$ cat src/rtl/gate_state_scanner.sv
// 16-channel time-multiplexed gate engine: reads one 59-bit channel record per clock,
// merges host config and triggers, advances delay/gate countdown and writes it back.
//
// state     | meaning
// ST_SWEEP  | post-reset clearing pass, zero written to addr 0..15
// ST_RUN    | normal servicing, one channel per clock
module gate_state_scanner (
    input  logic        CLK,
    input  logic        RESET_N,
    input  logic [15:0] trig,
    input  logic        cfg_req,
    input  logic [3:0]  cfg_ch,
    input  logic [15:0] cfg_delay,
    input  logic [15:0] cfg_width,
    output logic        cfg_ack,
    output logic [3:0]  ram_addr,
    output logic [58:0] ram_wdata,
    input  logic [58:0] ram_rdata,
    output logic [15:0] gate_out,
    output logic        init_done
);

    typedef enum logic {
        ST_SWEEP = 1'b0,
        ST_RUN   = 1'b1
    } state_t;

    typedef enum logic [1:0] {
        PH_IDLE  = 2'd0,
        PH_DELAY = 2'd1,
        PH_ON    = 2'd2,
        PH_RSVD  = 2'd3
    } phase_t;

    state_t      state;
    state_t      state_nxt;
    logic [3:0]  ch;
    logic [15:0] trig_d;
    logic [15:0] pending;
    logic [15:0] pending_nxt;
    logic [15:0] edge_v;
    logic [15:0] ch_sel;
    logic [15:0] gate_vec_nxt;
    logic        running;
    logic        cfg_hit;
    logic        svc_trig;
    phase_t      phase_cur;
    phase_t      phase_nxt;
    logic [23:0] count_cur;
    logic [23:0] count_nxt;
    logic [15:0] delay_m;
    logic [15:0] width_m;
    logic        gate_w;
    // The stored gate bit is recomputed each service, never read back.
    logic        unused_gate;

    assign unused_gate = ram_rdata[58];
    assign ram_addr    = ch;
    assign init_done   = (state == ST_RUN);

    always_ff @(posedge CLK or negedge RESET_N) begin
        if (!RESET_N) begin
            state    <= ST_SWEEP;
            ch       <= 4'd0;
            trig_d   <= 16'd0;
            pending  <= 16'd0;
            gate_out <= 16'd0;
            cfg_ack  <= 1'b0;
        end else begin
            state    <= state_nxt;
            ch       <= ch + 4'd1;
            trig_d   <= trig;
            pending  <= pending_nxt;
            gate_out <= gate_vec_nxt;
            cfg_ack  <= cfg_hit;
        end
    end

    always_comb begin
        state_nxt = state;
        if (state == ST_SWEEP && ch == 4'd15) begin
            state_nxt = ST_RUN;
        end
    end

    always_comb begin
        running  = (state == ST_RUN);
        edge_v   = trig & ~trig_d;
        ch_sel   = 16'd1 << ch;
        cfg_hit  = running && cfg_req && (cfg_ch == ch);
        svc_trig = running && (pending[ch] || edge_v[ch]);

        // Edges during the sweep stay pending until the channel's first real visit.
        pending_nxt = pending | edge_v;
        if (running) begin
            pending_nxt = pending_nxt & ~ch_sel;
        end

        phase_cur = phase_t'(ram_rdata[57:56]);
        count_cur = ram_rdata[55:32];
        delay_m   = cfg_hit ? cfg_delay : ram_rdata[31:16];
        width_m   = cfg_hit ? cfg_width : ram_rdata[15:0];

        phase_nxt = PH_IDLE;
        count_nxt = 24'd0;
        gate_w    = 1'b0;
        if (svc_trig) begin
            if (delay_m != 16'd0) begin
                phase_nxt = PH_DELAY;
                count_nxt = {delay_m, 8'h00};
            end else begin
                phase_nxt = PH_ON;
                count_nxt = {width_m, 8'h00};
                gate_w    = 1'b1;
            end
        end else begin
            case (phase_cur)
                PH_DELAY: begin
                    if (count_cur == 24'd0) begin
                        phase_nxt = PH_ON;
                        count_nxt = {width_m, 8'h00};
                        gate_w    = 1'b1;
                    end else begin
                        phase_nxt = PH_DELAY;
                        count_nxt = count_cur - 24'd1;
                    end
                end
                PH_ON: begin
                    if (count_cur != 24'd0) begin
                        phase_nxt = PH_ON;
                        count_nxt = count_cur - 24'd1;
                        gate_w    = 1'b1;
                    end
                end
                default: begin
                    phase_nxt = PH_IDLE;
                end
            endcase
        end

        ram_wdata    = 59'd0;
        gate_vec_nxt = gate_out;
        if (running) begin
            ram_wdata        = {gate_w, phase_nxt, count_nxt, delay_m, width_m};
            gate_vec_nxt[ch] = gate_w;
        end
    end

endmodule

$ cat config.mk
export PLATFORM = sky130hd
export DESIGN_NAME = gate_state_scanner
export DESIGN_NICKNAME = d
export VERILOG_FILES = /design/src/rtl/gate_state_scanner.sv
export SDC_FILE = /design/constraint.sdc
export NUM_CORES = 1
export LEC_CHECK = 0
export ABC_AREA = 0
export CAP_MARGIN = 5
export CORE_ASPECT_RATIO = 1.25
export CORE_MARGIN = 2
export CORE_UTILIZATION = 40
export CTS_BUF_LIST = sky130_fd_sc_hd__clkbuf_16
export DETAILED_ROUTE_END_ITERATION = 6
export PLACE_DENSITY = 0.88
export SYNTH_ARGS = -nofsm -noshare
export SYNTH_HDL_FRONTEND = slang
export SYNTH_SLANG_ARGS = --single-unit
$ cat constraint.sdc
create_clock -name CLK -period 4.71 [get_ports CLK]
set_input_delay 0.471 -clock CLK [delete_from_list [all_inputs] [get_ports CLK]]
set_output_delay 0.471 -clock CLK [all_outputs]
set_load 0.01 [all_outputs]
==> Word level (Yosys, flattened, before mapping) <==
Cells that the tools add are included.
{ "word_totals": {"input_bits": 114, "output_inout_bits": 81, "reg_bits": 54, "word_cells": 56} }
{ "classes": {"n_eq_ne": 4, "shifts": 1, "n_reduce_logical": 9, "n_addsub": 2, "n_bitwise": 6, "magnitude_cmp": 2, "n_mux": 26} }
{ "ops": {"columns": ["op", "n"], "rows": [
  ["2-to-1 mux 24 bit", 4],
  ["2-to-1 mux 59 bit", 1],
  ["2-to-1 mux 16 bit", 3],
  ["one-hot mux 24 bit (2 select lines)", 1],
  ["AND 16 bit", 2],
  ["NOT 16 bit", 2],
  ["zero test 24 bit", 1],
  ["nonzero test 24 bit", 1],
  ["subtractor 24 x 1 -> 24 bit (second input constant)", 1],
  ["bitwise mux 16 bit", 1],
  ["bitwise OR 16 bit", 1],
  ["nonzero test 16 bit", 1],
  ["left shift 1 x 4 -> 16 bit (first input constant)", 1],
  ["binary-select mux 1 bit (select 4 bit)", 2],
  ["2-to-1 mux 2 bit", 4],
  ["2-to-1 mux 1 bit", 7],
  ["logical AND 1 bit", 5],
  ["less-than comparator 4 x 5 -> 1 bit (second input constant)", 1],
  ["adder 4 x 1 -> 4 bit (second input constant)", 1],
  ["demux 1 bit (select 4 bit)", 1],
  ["== test 4 bit", 1],
  ["== test 4 bit (second input constant)", 1],
  [">= comparator 4 x 1 -> 1 bit (second input constant)", 1],
  ["one-hot mux 2 bit (2 select lines)", 1],
  ["5 further kinds", 5]
]} }

==> Longest topological paths before layout <==
{ "depth": {"ltp_word": 8, "ltp_mapped": 11} }

==> Worst setup path after synthesis <==
OpenSTA, ideal clock, no wires.
{ "synth_path": {"kind": "input port to output port", "from": "input port ram_rdata[32]", "to": "output port ram_wdata[58]", "stages": 11, "arrival_time_ns": 2.950, "required_ns": 4.239, "path_slack_ns": 1.289, "path_cell_list": "inv_1 > ha_1 > or4b_1 > clkbuf_1 > or4_4 > nor3_4 > mux2_1 > mux2i_2 > buf_6 > nor2_1 > buf_4"} }
{ "synth_between": {"elab_chain_cells": 5} }
{ "synth_rtl": {"columns": ["item", "line", "text"], "rows": [
  ["from (decl)", "18", "input logic [58:0] ram_rdata,"],
  ["nonzero test 24 bit / zero test 24 bit (equally long branches)", "129, 119", null],
  ["2-to-1 mux 1 bit, on equally long branches", "129, 119", null],
  ["one-hot mux 1 bit (2 select lines) (*)", "117", "case (phase_cur)"],
  ["2-to-1 mux 1 bit (*)", "107", "if (svc_trig) begin"],
  ["2-to-1 mux 59 bit (*)", "143", "if (running) begin"],
  ["to (decl)", "17", "output logic [58:0] ram_wdata,"]
]} }
Every way passes the cells marked *; elsewhere a longest branch is shown, timed or not.

==> Worst setup path after layout <==
{ "layout_path": {"from": "input port ram_rdata[37]", "to": "output port ram_wdata[45]"} }
{ "layout_between": {"elab_chain_cells": 5} }
{ "layout_rtl": {"columns": ["item", "line"], "rows": [
  ["subtractor 24 x 1 -> 24 bit, or another cell as far along", "125, 131"],
  ["2-to-1 mux 24 bit, on equally long branches", "129, 119"],
  ["one-hot mux 24 bit (2 select lines) (*)", "117"],
  ["2-to-1 mux 24 bit (*)", "107"],
  ["2-to-1 mux 59 bit (*)", "143"]
]} }
Marks and branches as above.

==> results.toml <==
[timing]
finalSetupViolations = 0
period_share_pct = 92.2
finalClockSkew_ns = 0.00455
setup_tns_ns = 0
drv_slew = 0
tightest_slew_ns = 0.715
hold_slack_ns = 0.125
rsz0062_at_grt = "false"
period_minus_slack_ns = 4.34
max_clock_freq_ghz = 0.230
hold_violations = 0
relSlewSlack_pct = 52.0

[worst_setup_path]
crit_required_ns = 4.24
crit_arrival_ns = 3.87
critPathMaxStageDelay_ns = 0.70
slowest_stage = "or4_1"
path_delay_family = "simple AND/OR/NAND/NOR gates"
crit_chain = "clkdlybuf4s50_1, or4_1, or3_4, or4_1, a221o_1, o22ai_1, clkdlybuf4s50_1"
crit_type = "in -> out"
startpoint_type = "input pin"
critPathMaxFanout = 9
end_kind = "primary output"
cp_num_buf_inv = 2

[cells_and_area]
fin_nets = 795
syn_to_final_growth_pct = 53.4
multi_input_area_sq_mm = 0.00254
layout-drive-gt1-share_pct = 5.94
seq_area_sq_mm = 0.00135
instances_no_fill = 802
finalCoreUtilization_pct = 62.4
antenna_cells = 0
fillers = 860

[routing]
totalWireLength_um = 16800
vias = 4657
ant_nets = 0
drt-initial-drc-count = 245
viasPerCell = 5.81
firstDrtPassIters = 5
drc = 0
wire_per_inst_um = 20.9

[yosys]
yosys-top-cells-area = "dfrtp_1 (33%), nand2_1 (6.8%), a21oi_1 (5.5%)"
avgSynthCellArea_sq_um = 8.30
synth_flop_cell = "dfrtp_1"
yosysSeqAreaShare_pct = 33.0
netlist_area_sq_mm = 0.00409
ys_top_cells_by_count = "nand2_1 (74), dfrtp_1 (54), a21oi_1 (45)"
synth_most_common_cell = "nand2_1"
synth_largest_area_cell = "dfrtp_1"
synthArstFlopShare_pct = 100
synth_fp_nets = 616
synth_cell_types = 61
synthCells = 493
synth_edf_count = 0
ys_ff_latch = 54
synth_top_area_share_pct = 33.0
synth_warnings = 0

[cts]
cts_tree = "built"
cts_buffers = 5
clock-sinks = 54
cts_setup_buffers = 0
root_buffer = "clkbuf_16"
post_cts_resized = 0
clk_pin_slew_worst_paths_ns = 0.07
h-tree-depth = 2
holdBufCountCts = 0
clock_latency_ns = 0.30
cts_buffer_depth = 2

[grt]
grt_use_total_pct = 29.1
grt_pass1_vias = 4590
grt.overflow.total = 0
grt_start_max_net_pins = 66
antenna_found_initial = 0
grt_pass1_wl_um = 24200

[hold_path]
hp-class = "in -> async"

[floorplan]
initial_core_util_pct = 40.7
die_w_um = 94.5
core_sq_mm = 0.0101
dieArea_sq_mm = 0.0111
num_rows = 41
io_pins = 195
fp.dieH_um = 117

[run_status]
status = "completed"

[power_and_ir_drop]
vdd_drop_max_v = 0.000300
pwr_density_cell_mw_per_mm2 = 186
leakage_nw = 2.55

[flow_run]
maxCapViolCount = 0

[placement]
placedCellCount = 793
gp_congestion = 0.944
dp_hpwl_um = 13300
io_buffers = 193
flip-flops by register name, summed over array words and instances (netlist names):
name	cells
gate_out	16
ram_addr	4
cfg_ack	1
pending	16
init_done	1
trig_d	16
worst register-to-register path, stage by stage (launching register included):
cell and delay (ns):
dfrtp_1 0.66, inv_1 0.26, a222oi_1 0.36, nand4b_1 0.21, buf_12 0.26, mux2_2 0.35, mux2i_2 0.19, buf_4 0.25
o21ai_0 0.15
final timing paths:
check | from | to | slack, ns | depth (start not counted)
setup / recovery | ram_rdata[37] | ram_wdata[45] | 0.37 | 7
hold / removal | RESET_N | gate_out[14] | 0.12 | 1
setup reg to reg | ram_addr[3] | gate_out[4] | 1.90 | 8
hold reg to reg | gate_out[5] | gate_out[5] | 0.48 | 2
max in group asynchronous | RESET_N | gate_out[6] | 4.04 | 2
min in group CLK | gate_out[5] | gate_out[5] | 0.48 | 2
power breakdown:
| group | total [mW] | internal [mW] | leakage [nW] | switching, mW |
|---|---|---|---|---|
| logic | 0.322 | 0.180 | 1.83 | 0.142 |
| registers | 0.484 | 0.478 | 0.648 | 0.00662 |
| clock network | 0.363 | 0.195 | 0.0689 | 0.168 |
| total | 1.17 | 0.853 | 2.55 | 0.317 |
cell families (layout without fill, tap and decap cells):
kind of cell	count (synthesis)	count (layout)	share of synthesized area, %
XOR/XNOR	21	21	4.49
buffers and inverters	47	227	4.80
adder cells (fa/ha/maj)	9	9	2.75
AO/OA/AOI/OAI	143	143	22.4
multiplexers	35	35	9.84
flip-flops	54	54	33.0
AND/OR/NAND/NOR	184	184	22.7
metal layers:
metal / wire, um / vias to the layer above / global-route usage, %
li1: - / 2143 / -
met1: 5830 / 2187 / 30.7
met2: 8150 / 269 / 51.4
met3: 1880 / 58 / 9.80
met4: 927 / 0 / 15.7
met5: 0 / - / 0
cells in the final DEF, fill, tap and decap left out, types with 3 or more instances in the layout:
cell type          n
xnor2_1           15
nor2_1            34
clkbuf_16          5
o22a_1             7
nor3_1             8
clkinv_1           3
buf_4              6
a21oi_1           45
a21o_1            10
and3_1             4
ha_1               9
clkdlybuf4s50_1  192
o21ai_0           11
mux4_2             3
o21ai_1            9
nand3_1            8
mux2_2             8
nand2_1           74
nor2b_1           15
o22ai_1           16
o21a_1            11
mux2i_1           22
inv_1             16
nor4_1            11
nand3b_1           4
or4_1              4
xor2_1             6
a31oi_1            4
dfrtp_1           54
and4_1             3
a211oi_1          16
metrics by stage:
stage / power [mW] / setup WS (ns) / instance area, sq um
floorplan: 0.596 / 1.29 / 4090
global placement: 0.804 / 0.402 / 6120
detailed placement: 0.808 / 0.373 / 6120
CTS: 1.17 / 0.371 / 6260
global route: 1.21 / 0.196 / 6280
finish: 1.17 / 0.366 / 6280
final cells by class:
class	instances	area share, %
flip-flops and latches	54	21.5
clock buffers	5	1.99
multi-input cells	392	40.5
repair buffers	201	32.0
inverters	18	1.08
clock inverters	3	0.259
well taps	129	2.57
Note: power is estimated with default switching activity, not from simulation.
